## src/rtl/control_pipe.sv

```systemverilog
`default_nettype none
// ============================================================================
//  Module      : control_pipe
//  Description : RV32I main-control decode with ID/EX, EX/MEM and MEM/WB
//                control registers, load-use interlock, redirect squash,
//                illegal-opcode flag and x0 write suppression.
//  Revision    : 1.0  initial release
// ============================================================================
module control_pipe #(
   parameter int RA_W     = 5,
   parameter bit STALL_EN = 1'b1
) (
   input  logic            clk,
   input  logic            rst,
   input  logic            id_valid_i,
   input  logic [6:0]      id_opcode_i,
   input  logic [RA_W-1:0] id_rs1_i,
   input  logic [RA_W-1:0] id_rs2_i,
   input  logic [RA_W-1:0] id_rd_i,
   input  logic            ex_redirect_i,
   output logic            id_illegal_o,
   output logic            stall_o,
   output logic            ex_valid_o,
   output logic            ex_branch_o,
   output logic            ex_jump_o,
   output logic            ex_jalr_o,
   output logic [1:0]      ex_ula_op_o,
   output logic [1:0]      ex_alu_src1_o,
   output logic [1:0]      ex_alu_src2_o,
   output logic [RA_W-1:0] ex_rd_o,
   output logic            mem_valid_o,
   output logic            mem_rd_o,
   output logic            mem_wr_o,
   output logic            wb_valid_o,
   output logic            wb_reg_wr_o,
   output logic            wb_mux_reg_wr_o,
   output logic [RA_W-1:0] wb_rd_o
);

   localparam logic [6:0] OP_R     = 7'b0110011;
   localparam logic [6:0] OP_I     = 7'b0010011;
   localparam logic [6:0] OP_LOAD  = 7'b0000011;
   localparam logic [6:0] OP_STORE = 7'b0100011;
   localparam logic [6:0] OP_BR    = 7'b1100011;
   localparam logic [6:0] OP_LUI   = 7'b0110111;
   localparam logic [6:0] OP_AUIPC = 7'b0010111;
   localparam logic [6:0] OP_JAL   = 7'b1101111;
   localparam logic [6:0] OP_JALR  = 7'b1100111;

   typedef struct packed {
      logic       branch;
      logic       jump;
      logic       jalr;
      logic [1:0] ula_op;
      logic [1:0] src1;
      logic [1:0] src2;
      logic       mem_rd;
      logic       mem_wr;
      logic       reg_wr;
      logic       mux_reg_wr;
   } ctrl_t;

   ctrl_t           w_dec;
   logic            w_legal;
   logic            w_use_rs1;
   logic            w_use_rs2;
   logic [RA_W-1:0] w_dec_rd;
   logic            w_hazard;
   logic            w_stall;
   logic            w_issue;

   logic            ex_valid_d;
   ctrl_t           ex_ctrl_d;
   logic [RA_W-1:0] ex_rd_d;

   logic            ex_valid_q;
   ctrl_t           ex_ctrl_q;
   logic [RA_W-1:0] ex_rd_q;
   logic            mem_valid_q;
   logic            mem_rd_q;
   logic            mem_wr_q;
   logic            mem_reg_wr_q;
   logic            mem_mux_q;
   logic [RA_W-1:0] mem_rdaddr_q;
   logic            wb_valid_q;
   logic            wb_reg_wr_q;
   logic            wb_mux_q;
   logic [RA_W-1:0] wb_rdaddr_q;

   always_comb begin
      w_dec     = '0;
      w_legal   = 1'b1;
      w_use_rs1 = 1'b0;
      w_use_rs2 = 1'b0;
      case (id_opcode_i)
         OP_R: begin
            w_dec.reg_wr = 1'b1; w_dec.ula_op = 2'b10;
            w_use_rs1 = 1'b1; w_use_rs2 = 1'b1;
         end
         OP_I: begin
            w_dec.reg_wr = 1'b1; w_dec.ula_op = 2'b10; w_dec.src2 = 2'b01;
            w_use_rs1 = 1'b1;
         end
         OP_LOAD: begin
            w_dec.mem_rd = 1'b1; w_dec.reg_wr = 1'b1;
            w_dec.mux_reg_wr = 1'b1; w_dec.src2 = 2'b01;
            w_use_rs1 = 1'b1;
         end
         OP_STORE: begin
            w_dec.mem_wr = 1'b1; w_dec.src2 = 2'b01;
            w_use_rs1 = 1'b1; w_use_rs2 = 1'b1;
         end
         OP_BR: begin
            w_dec.branch = 1'b1;
            w_use_rs1 = 1'b1; w_use_rs2 = 1'b1;
         end
         OP_LUI: begin
            w_dec.reg_wr = 1'b1; w_dec.src1 = 2'b10; w_dec.src2 = 2'b01;
         end
         OP_AUIPC: begin
            w_dec.reg_wr = 1'b1; w_dec.src1 = 2'b01; w_dec.src2 = 2'b01;
         end
         OP_JAL: begin
            w_dec.reg_wr = 1'b1; w_dec.jump = 1'b1;
            w_dec.src1 = 2'b01; w_dec.src2 = 2'b10;
         end
         OP_JALR: begin
            w_dec.reg_wr = 1'b1; w_dec.jump = 1'b1; w_dec.jalr = 1'b1;
            w_dec.src1 = 2'b01; w_dec.src2 = 2'b10;
            w_use_rs1 = 1'b1;
         end
         default: w_legal = 1'b0;
      endcase
      if (id_rd_i == '0) begin
         w_dec.reg_wr = 1'b0;
      end
      // An illegal opcode travels as a fully empty bundle, destination included.
      w_dec_rd = w_legal ? id_rd_i : '0;
   end

   assign id_illegal_o = id_valid_i & ~w_legal;

   assign w_hazard = ex_valid_q & ex_ctrl_q.mem_rd & (ex_rd_q != '0) & id_valid_i
                   & ((w_use_rs1 & (ex_rd_q == id_rs1_i)) | (w_use_rs2 & (ex_rd_q == id_rs2_i)))
                   & ~ex_redirect_i;

   generate
      if (STALL_EN) begin : g_stall
         assign w_stall = w_hazard;
      end else begin : g_no_stall
         assign w_stall = 1'b0;
      end
   endgenerate

   assign stall_o = w_stall;
   assign w_issue = id_valid_i & ~w_stall & ~ex_redirect_i;

   always_comb begin
      ex_valid_d = w_issue;
      ex_ctrl_d  = w_issue ? w_dec : '0;
      ex_rd_d    = w_issue ? w_dec_rd : '0;
   end

   always_ff @(posedge clk) begin
      if (rst) begin
         ex_valid_q   <= 1'b0;
         ex_ctrl_q    <= '0;
         ex_rd_q      <= '0;
         mem_valid_q  <= 1'b0;
         mem_rd_q     <= 1'b0;
         mem_wr_q     <= 1'b0;
         mem_reg_wr_q <= 1'b0;
         mem_mux_q    <= 1'b0;
         mem_rdaddr_q <= '0;
         wb_valid_q   <= 1'b0;
         wb_reg_wr_q  <= 1'b0;
         wb_mux_q     <= 1'b0;
         wb_rdaddr_q  <= '0;
      end else begin
         ex_valid_q   <= ex_valid_d;
         ex_ctrl_q    <= ex_ctrl_d;
         ex_rd_q      <= ex_rd_d;
         mem_valid_q  <= ex_valid_q;
         mem_rd_q     <= ex_ctrl_q.mem_rd;
         mem_wr_q     <= ex_ctrl_q.mem_wr;
         mem_reg_wr_q <= ex_ctrl_q.reg_wr;
         mem_mux_q    <= ex_ctrl_q.mux_reg_wr;
         mem_rdaddr_q <= ex_rd_q;
         wb_valid_q   <= mem_valid_q;
         wb_reg_wr_q  <= mem_reg_wr_q;
         wb_mux_q     <= mem_mux_q;
         wb_rdaddr_q  <= mem_rdaddr_q;
      end
   end

   assign ex_valid_o      = ex_valid_q;
   assign ex_branch_o     = ex_valid_q & ex_ctrl_q.branch;
   assign ex_jump_o       = ex_valid_q & ex_ctrl_q.jump;
   assign ex_jalr_o       = ex_valid_q & ex_ctrl_q.jalr;
   assign ex_ula_op_o     = ex_valid_q ? ex_ctrl_q.ula_op : 2'b00;
   assign ex_alu_src1_o   = ex_valid_q ? ex_ctrl_q.src1 : 2'b00;
   assign ex_alu_src2_o   = ex_valid_q ? ex_ctrl_q.src2 : 2'b00;
   assign ex_rd_o         = ex_valid_q ? ex_rd_q : '0;
   assign mem_valid_o     = mem_valid_q;
   assign mem_rd_o        = mem_valid_q & mem_rd_q;
   assign mem_wr_o        = mem_valid_q & mem_wr_q;
   assign wb_valid_o      = wb_valid_q;
   assign wb_reg_wr_o     = wb_valid_q & wb_reg_wr_q;
   assign wb_mux_reg_wr_o = wb_valid_q & wb_mux_q;
   assign wb_rd_o         = wb_valid_q ? wb_rdaddr_q : '0;

endmodule
`default_nettype wire

```

## config.mk

```make
export PLATFORM = sky130hd
export DESIGN_NAME = control_pipe
export DESIGN_NICKNAME = d
export VERILOG_FILES = /design/src/rtl/control_pipe.sv
export SDC_FILE = /design/constraint.sdc
export NUM_CORES = 1
export LEC_CHECK = 0
export ABC_AREA = 0
export CAP_MARGIN = 20
export CORE_MARGIN = 3
export CORE_UTILIZATION = 44
export CTS_CLUSTER_DIAMETER = 100
export DETAILED_ROUTE_END_ITERATION = 8
export PLACE_DENSITY = 0.79
export SYNTH_ARGS = -nofsm -noshare
export SYNTH_HDL_FRONTEND = slang
export SYNTH_SLANG_ARGS = --single-unit
```

## constraint.sdc

```tcl
create_clock -name clk -period 1.85 [get_ports clk]
set_input_delay 0.185 -clock clk [delete_from_list [all_inputs] [get_ports clk]]
set_output_delay 0.185 -clock clk [all_outputs]
set_load 0.05 [all_outputs]
```

==> results of run 1 <==
-- metrics by stage --
step                      cell area (um^2)  total power (uW)  std cells
after floorplan                       1513             824.7        156
after global placement                2185             925.2        269
after detailed placement              2185             926.8        269
after CTS                             2246              1330        277
after global routing                  2263              1384        277
final                                 2263              1324        277
-- power by group through the flow --
stage	Sequential, uW	Clock (uW)	Combinational (uW)
after global routing	738	459	186
final	737	413	174
after floorplan	760	0	64.3
after detailed placement	754	0	172
after global placement	754	0	171
after CTS	737	419	173
-- final cells by class --
cell class                      count  area, um^2
Inverter                            2       7.507
Sequential cell                    34       683.2
Clock inverter                      1       5.005
Multi-Input combinational cell    114       802.0
Clock buffer                        7       55.05
Fill cell                         240       889.6
Timing Repair Buffer               75       655.6
Tap cell                           44       55.05
-- worst max-delay path by stage --
stage              startpoint           end  slack [ns]  cells past startpoint
2_1_floorplan  id_opcode_i[4]  id_illegal_o        0.05                      4
3_3_place_gp       id_valid_i  ex_ctrl_q[2]       -0.12                      5
3_5_place_dp       id_valid_i  ex_ctrl_q[9]       -0.18                      5
4_1_cts            ex_rd_q[2]       stall_o       -0.28                      5
5_1_grt            ex_rd_q[2]       stall_o       -0.34                      5
6_report           ex_rd_q[2]       stall_o       -0.26                      5
-- cells in the final DEF (no fill, tap or decap), types with 2 or more instances in the layout --
cell type | netlist | routed
buf_4 | 1 | 44
dfxtp_1 | 34 | 32
clkdlybuf4s50_1 | 0 | 28
and2_1 | 23 | 23
nor3_1 | 13 | 13
nor2b_1 | 12 | 12
xnor2_1 | 8 | 8
nand3_1 | 8 | 8
and2b_2 | 7 | 7
nor2_1 | 6 | 6
nand2_1 | 5 | 5
clkbuf_4 | 0 | 5
nor4_2 | 1 | 3
or3_1 | 3 | 3
xor2_1 | 2 | 2
and3b_1 | 2 | 2
inv_1 | 2 | 2
or2_4 | 1 | 2
a31oi_1 | 2 | 2
o21ai_0 | 2 | 2
dfxtp_2 | 0 | 2
dlymetal6s2s_1 | 0 | 2
-- worst max-delay path: stages, from the launching register on --
cell	delay (ns)
dfxtp_2	0.33
or4_4	0.55
o211ai_4	0.24
nor4_4	0.06
or2_4	0.28
buf_12	0.15
-- kinds of logic after synthesis --
family / synth area share [%]
and+or+nand+nor: 41.05
buffers and inverters: 2.736
other: 0.2485
DFF: 45.11
AOI/OAI and AO/OA: 5.058
xor gates and xnor gates: 5.805
-- repair_timing --
action,CTS,global route
cloned,0,0
pin swaps,1,0
resized for setup,1,4
setup endpoints to repair,1,5
-- flip-flops by register name, summed over array words and instances (netlist names) --
name,cells
ex_ctrl_q,11
ex_rd_q,5
ex_valid_o,1
mem_mux_q,1
mem_rdaddr_q,5
mem_reg_wr_q,1
mem_valid_o,1
mem_wr_q,1
wb_mux_q,1
wb_rdaddr_q,5
wb_reg_wr_q,1
wb_valid_o,1
-- per-layer routing --
layer  vias up  GRT usage, %  part of all wire (%)
met1       587         21.53                    44
met5         -             0                     0
li1        682             -                     -
met4         0         6.069                   1.6
met3         6         5.546                   6.4
met2        47         31.57                    48
==> results.cfg, run 1 <==
[sta]
clock_skew_ns = 0.006934
rsz0062_at_grt = yes
slew_headroom_pct = 66.30
max_slew.worst_pin.slew_ns = 0.5047
finalCriticalPeriod_ns = 2.110
whs_ns = 0.4507
worst_slack_ns = -0.2601
slew_violations = 0
fin_setup_tns_ns = -0.2601
hold_viol = 0
setup_viol = 1
max_freq_mhz = 473.9
finalCritPeriodShare_pct = 114.1

[critical_path]
endpoint_kind = output pin
r2r_cells = 5
path_class = register to output pin
crit_required_ns = 1.66
startpoint_type = register
worstPathMaxFanout = 3
cp_data_arrival_time_ns = 1.93
r2r_end = ex_ctrl_q[10]
r2r_start = ex_rd_q[2]
r2r_slack_ns = 0.13

[floorplanning]
die_y_um = 64.56
num_rows = 20
start_util_pct = 47.86
design.die.area_um2 = 4168
die_x_um = 64.56
fp.coreArea_um2 = 3153
ios = 54

[pwr]
power.density_nw_per_um2 = 585.0
p_leak_uw = 0.0009915
peakVddDrop_mv = 0.4225
comb_power_share_pct = 13.1
internal_power_uw = 1015
p_seq_share_pct = 55.7
switching_power_uw = 309.0
switching_share_pct = 23.34
p_clk_share_pct = 31.2

[placement]
post-place-ws_ns = -0.1773
gp_congestion = 0.8369
portBuffers = 52
dp.final_hpwl_um = 3021

[cells_and_area]
nets = 258
drive_gt1_share_pct = 30.90
syn_to_final_growth_pct = 50.00
fin_util_pct = 71.79
antenna-diode-count = 0

[outcome]
status = finished, violations left
violations = negative setup slack

[cts]
numCtsBuffers = 5
insertion_delay_ns = 0.32
post_cts_buffers = 0
cts_root_buf = clkbuf_4
cts_tree = done
clock-sinks = 34
cts-htree-levels = 2
cts.path.max_buffers = 2
clk_pin_slew_ns = 0.09
cts_hold_buffers = 0

[min_path]
min_path_type = register to register
hold_end = wb_rdaddr_q[2]
hold_depth = 1
min_from = mem_rdaddr_q[2]

[route]
drt_first_iter_violations = 23
drtPass1Iterations = 2
post-route-drc-count = 0
drt-wirelength-per-cell_um = 13.21
via_count = 1322
wirelength_um = 3658
viasPerCell = 4.773
ant_nets = 0

[grt]
gr-usage-all-layers_pct = 18.29
grt_max_degree = 18
grt_pass1_vias = 1350
grt_pass1_wl_um = 5885
overflow = 0
antenna_found_initial = 0

[synth]
netlist_area_um2 = 1509
synth.distinct_cells = 37
syn_area_per_cell_um2 = 9.673
synthCells = 156
synth.top_cells.by_area = dfxtp_1, and2_1, nor2b_1
synth_seq_cells = 34
ys_top_cells_by_count = dfxtp_1, and2_1, nor3_1
synth_top_flop_cell = dfxtp_1
ys_seq_area_share_pct = 45.11
yosysTopAreaCellShare_pct = 45.11
synth_edf_count = 0
async_flop_share_pct = 0
synth_top_area_cell = dfxtp_1
yosysMostFrequentCell = dfxtp_1
synthesis.nets = 182
yosys_warnings = 0

[run]
timing.max_cap.violations = 0
Note: power is estimated with default switching activity, not from simulation.
==> run 2, diff against run 1 <==
--- a/config.mk
+++ b/config.mk
@@ -8,10 +8,11 @@
 export ABC_AREA = 0
 export CAP_MARGIN = 20
 export CORE_MARGIN = 3
-export CORE_UTILIZATION = 44
+export CORE_UTILIZATION = 46
+export CTS_BUF_LIST = sky130_fd_sc_hd__clkbuf_8
 export CTS_CLUSTER_DIAMETER = 100
 export DETAILED_ROUTE_END_ITERATION = 8
-export PLACE_DENSITY = 0.79
+export PLACE_DENSITY = 0.82
 export SYNTH_ARGS = -nofsm -noshare
 export SYNTH_HDL_FRONTEND = slang
 export SYNTH_SLANG_ARGS = --single-unit
==> run 2 against run 1 <==
The run still ends with negative setup slack left; clock skew decreased by 0.0030 ns; global-route usage increased by 1.6 points; sequential cell count unchanged; combinational power about the same; die area decreased by 3.9%.
==> results.cfg, run 2 (synthesized netlist as in run 1, its figures left out) <==
[outcome]
status = finished, violations left
violations = negative setup slack

[route]
via_count = 1340
drt-wirelength-per-cell_um = 13.23
wirelength_um = 3666
drt_first_iter_violations = 35
drtPass1Iterations = 4
post-route-drc-count = 0
ant_nets = 0
viasPerCell = 4.838

[sta]
clock_skew_ns = 0.003976
slew_violations = 0
setup_viol = 1
hold_viol = 0
finalCritPeriodShare_pct = 110.9
max_freq_mhz = 487.5
rsz0062_at_grt = yes
finalCriticalPeriod_ns = 2.051
worst_slack_ns = -0.2014

[placement]
portBuffers = 52
gp_congestion = 0.8703
dp.final_hpwl_um = 3021
post-place-ws_ns = -0.2054
dpl.cell_count = 269

[cells_and_area]
largest-register = ex_ctrl_q
syn_to_final_growth_pct = 52.32
drive_gt1_share_pct = 31.33
final_common_cell = buf_4
n_fill_cell = 255
stdcell_count = 277
fin_util_pct = 74.07
antenna-diode-count = 0
nets = 258
largest_reg_flops = 11
layout_common_cells = buf_4, dfxtp_1, clkdlybuf4s50_1, and2_1, nor2b_1

[pwr]
power.density_nw_per_um2 = 631.9
p_seq_share_pct = 50.8
internal_power_uw = 1125
peakVddDrop_mv = 0.4115
p_clk_share_pct = 37.2
switching_power_uw = 327.4
switching_share_pct = 22.54
p_leak_uw = 0.0009788
comb_power_share_pct = 12.0

[critical_path]
crit_slowest_cell = or4_4
critPathBufInv = 1
worstPathMaxFanout = 2
cpPeakStageDelay_ns = 0.55
path_class = register to output pin
path_cells = or4_4 > o211ai_4 > nor4_4 > or2_4 > buf_12
r2r_cells = 6
startpoint_type = register
r2r_start = ex_rd_q[2]
crit_required_ns = 1.66
r2r_slack_ns = 0.08
endpoint_kind = output pin
r2r_end = ex_rd_q[4]
cp_data_arrival_time_ns = 1.87
cpLargestDelayFamily = simple AND/OR/NAND/NOR gates

[floorplanning]
ios = 54
start_util_pct = 48.63
design.die.area_um2 = 4004
num_rows = 20
die_y_um = 63.28
die_x_um = 63.28
fp.coreArea_um2 = 3103

[min_path]
hold_end = wb_rdaddr_q[1]
min_path_type = register to register
min_from = mem_rdaddr_q[1]
hold_depth = 1

[cts]
insertion_delay_ns = 0.28
cts.path.max_buffers = 2
cts_tree = done
cts_root_buf = clkbuf_8
clock-sinks = 34
post_cts_buffers = 0
clk_pin_slew_ns = 0.06
cts-htree-levels = 2
numCtsBuffers = 5

[grt]
antenna_found_initial = 0
gr-usage-all-layers_pct = 19.92
grt_pass1_wl_um = 6168
grt_max_degree = 18
overflow = 0
grt_pass1_vias = 1400

[run]
timing.max_cap.violations = 0
[run 2: changes by cell type in the layout (fill, tap and decap cells not counted), moves of 2 or more]
cell             change
nor3_1               -3
clkbuf_8             +5
nor4_2               -2
nor4_1               +2
clkbuf_4             -5
nor3_2               +3
dlymetal6s2s_1       -2
clkdlybuf4s50_1      +2
[run 2: per-stage QoR]
stage / instance area (um^2) / hold slack [ns] / TNS (ns) / power (uW)
global placement: 2185 / 0.4169 / -0.3691 / 922.7
finish: 2298 / 0.4405 / -0.2014 / 1452
floorplan: 1513 / 0.3157 / 0 / 824.7
CTS: 2276 / 0.4500 / -0.2188 / 1471
detailed placement: 2185 / 0.4279 / -0.9132 / 924.8
global route: 2298 / 0.4661 / -0.2569 / 1514
[run 2: area by class of cell]
class                   instances  area (um^2)  share of cell area, %
flip-flops and latches         34        681.9                  29.67
repair buffers                 75        650.6                  28.31
well taps                      44        55.05                  2.395
inverters                       2        7.507                 0.3266
multi-input cells             114        812.0                  35.33
clock inverters                 2        8.758                 0.3811
clock buffers                   6        82.58                  3.593
[run 2: worst max path at each step]
stage | from | cells past startpoint | end | slack [ns]
floorplan | id_opcode_i[4] | 4 | id_illegal_o | 0.05
global placement | id_valid_i | 5 | ex_ctrl_q[2] | -0.11
detailed placement | id_valid_i | 5 | ex_ctrl_q[4] | -0.21
CTS | ex_rd_q[2] | 5 | stall_o | -0.22
global route | ex_rd_q[2] | 5 | stall_o | -0.26
finish | ex_rd_q[2] | 5 | stall_o | -0.20
[run 2: per-layer routing]
layer	global-route usage [%]	share of wire (%)	wire (um)	vias to the layer above
met3	6.061	6.4	233	5
li1	-	-	-	677
met1	21.63	39	1447	618
met4	6.469	1.1	40	0
met2	36.63	53	1944	40
met5	0	0	0	-
[run 2: timing repair]
action / in CTS / in global routing
pin swaps: 1 / 0
setup endpoints to repair: 1 / 5
gates resized for setup: 0 / 4
endpoints found under the hold margin: 0 / 0
hold buffers: 0 / 0
[run 2: worst reg2reg max path, cell delays in order (launching register included)]
cell	delay [ns]
dfxtp_1	0.31
or4_4	0.55
o211ai_4	0.24
nor4_4	0.06
buf_4	0.17
buf_4	0.15
nor3_1	0.19
[run 2: power by group through the flow]
| stage | clock (uW) | sequential, uW | combinational [uW] |
|---|---|---|---|
| 2_1_floorplan | 0 | 760 | 64.3 |
| 3_3_place_gp | 0 | 754 | 168 |
| 3_5_place_dp | 0 | 755 | 170 |
| 4_1_cts | 561 | 738 | 171 |
| 5_1_grt | 589 | 738 | 187 |
| 6_report | 540 | 738 | 174 |
==> run 3, diff against run 2 <==
--- a/config.mk
+++ b/config.mk
@@ -7,12 +7,14 @@
 export LEC_CHECK = 0
 export ABC_AREA = 0
 export CAP_MARGIN = 20
+export CORE_ASPECT_RATIO = 1.4
 export CORE_MARGIN = 3
-export CORE_UTILIZATION = 46
+export CORE_UTILIZATION = 55
 export CTS_BUF_LIST = sky130_fd_sc_hd__clkbuf_8
 export CTS_CLUSTER_DIAMETER = 100
 export DETAILED_ROUTE_END_ITERATION = 8
-export PLACE_DENSITY = 0.82
+export DONT_BUFFER_PORTS = 1
+export PLACE_DENSITY = 0.7
 export SYNTH_ARGS = -nofsm -noshare
 export SYNTH_HDL_FRONTEND = slang
 export SYNTH_SLANG_ARGS = --single-unit
==> run 3 against run 2 <==
Combinational power fell by 50%; largest cell class unchanged; clock power fell by 5.2%; the run still ends with negative setup slack left; first-iteration DRC count fell by 43%; sequential power barely moved; die area fell by 15%; via count fell by 16%.
==> results.cfg, run 3 (synthesized netlist as in run 1, its figures left out) <==
[sta]
worst_slack_ns = -0.1147
rsz0062_at_grt = yes
slew_violations = 0
slew_headroom_pct = 66.08
hold_viol = 0
max_freq_mhz = 509.0
clock_skew_ns = 0.001232
setup_viol = 1
max_slew.worst_pin.slew_ns = 0.5123
finalCriticalPeriod_ns = 1.965
finalCritPeriodShare_pct = 106.2

[critical_path]
crit_required_ns = 1.66
worstPathMaxFanout = 2
path_cells = or4_4 > o211ai_4 > nor4b_4 > or2_4
path_class = register to output pin
r2r_cells = 5
endpoint_kind = output pin
r2r_end = ex_ctrl_q[1]
r2r_start = ex_rd_q[2]
cp_data_arrival_time_ns = 1.78
crit_slowest_cell = or4_4
cpPeakStageDelay_ns = 0.55
r2r_slack_ns = 0.11
startpoint_type = register

[floorplanning]
die_x_um = 50.27
ios = 54
design.die.area_um2 = 3417
die_y_um = 67.98
start_util_pct = 60.45
num_rows = 21
fp.coreArea_um2 = 2496

[grt]
overflow = 0
grt_max_degree = 17
antenna_found_initial = 0
grt_pass1_wl_um = 5161
grt_pass1_vias = 1164
gr-usage-all-layers_pct = 21.01

[cells_and_area]
drive_gt1_share_pct = 24.12
nets = 197
final_common_cell = dfxtp_1
largest-register = ex_ctrl_q
syn_to_final_growth_pct = 14.93
final_area_um2 = 1734
antenna-diode-count = 0
layout_common_cells = dfxtp_1, and2_1, nor3_1, buf_4, nor2b_1
largest_reg_flops = 11
fin_util_pct = 69.47
n_fill_cell = 208

[min_path]
hold_end = ex_rd_q[2]
hold_depth = 2
min_path_type = input pin to register
min_from = id_rd_i[2]

[route]
wirelength_um = 3211
post-route-drc-count = 0
viasPerCell = 5.539
ant_nets = 0
drt_first_iter_violations = 20
drtPass1Iterations = 4
via_count = 1130
drt-wirelength-per-cell_um = 15.74

[outcome]
violations = negative setup slack
status = finished, violations left

[placement]
gp_congestion = 0.8506
portBuffers = 0
place_area_um2 = 1597
dp.final_hpwl_um = 2338

[run]
timing.max_cap.violations = 0

[cts]
numCtsBuffers = 5
insertion_delay_ns = 0.28
clock-sinks = 34
cts_tree = done
cts-htree-levels = 2
cts_root_buf = clkbuf_8
clk_pin_slew_ns = 0.06
cts.path.max_buffers = 2

[pwr]
power.density_nw_per_um2 = 770.8
power_uw = 1337
peakVddDrop_mv = 0.6858
p_leak_uw = 0.0006870
run 3: changes by cell type in the layout (fill, tap and decap cells not counted), sizes merged:
cell and delta:
clkdlybuf4s50 -30, dlygate4sd3 +1, buf -32, clkinv -1, inv -1
run 3: repair_timing:
action,in CTS,in global routing
hold endpoints to repair,10,0
pin swaps,4,4
gates resized for setup,2,3
endpoints found under the setup margin,1,2
setup buffers,3,0
hold buffers,1,0
cloned,0,0
run 3: worst max path at each step:
| stage | startpoint | endpoint | cells past startpoint | slack [ns] |
|---|---|---|---|---|
| final | ex_rd_q[2] | stall_o | 4 | -0.11 |
| after global placement | ex_rd_q[2] | ex_ctrl_q[1] | 5 | 0.14 |
| after CTS | ex_rd_q[1] | stall_o | 4 | -0.16 |
| after global routing | ex_rd_q[2] | stall_o | 4 | -0.15 |
| after detailed placement | ex_rd_q[2] | ex_ctrl_q[9] | 5 | 0.06 |
| after floorplan | id_opcode_i[4] | id_illegal_o | 4 | 0.05 |
run 3: cell type report:
cell class                 count  area [um^2]  area share [%]
timing repair buffer          14        107.6           6.205
tap                           34        42.54           2.453
clock buffer                   6        82.58           4.762
multi-input combinational    114        809.5           46.68
inverter                       2        7.507          0.4329
sequential                    34        684.4           39.47
run 3: worst max-delay path: cells and delay by family (launching register included):
kind,cells,cell delay [ns]
AO/OA/AOI/OAI,1,0.24
flip-flops,1,0.32
AND/OR/NAND/NOR,3,0.94
run 3: power by group:
group / total (uW) / internal (uW) / switching [uW] / leakage (uW)
sequential: 738 / 736 / 1.86 / 0.000275
combinational: 87.2 / 36.2 / 51.1 / 0.000368
clock: 512 / 286 / 226 / 0.0000431
run 3: through the flow:
step / std cells / worst slack [ns] / hold slack (ns) / setup TNS [ns]
2_1_floorplan: 156 / 0.05306 / 0.3157 / 0
3_3_place_gp: 194 / 0.1385 / 0.2582 / 0
3_5_place_dp: 194 / 0.05696 / 0.2603 / 0
4_1_cts: 204 / -0.1582 / 0.02737 / -0.1582
5_1_grt: 204 / -0.1527 / 0.03292 / -0.1527
6_report: 204 / -0.1147 / 0.02995 / -0.1147
run 3: layer usage:
layer  global-route usage [%]  vias up  part of all wire [%]
li1                         -      557                     -
met1                    19.84      514                    36
met2                    37.75       52                    52
met3                    8.061        7                   8.5
met4                    13.49        0                   3.0
met5                        0        -                     0
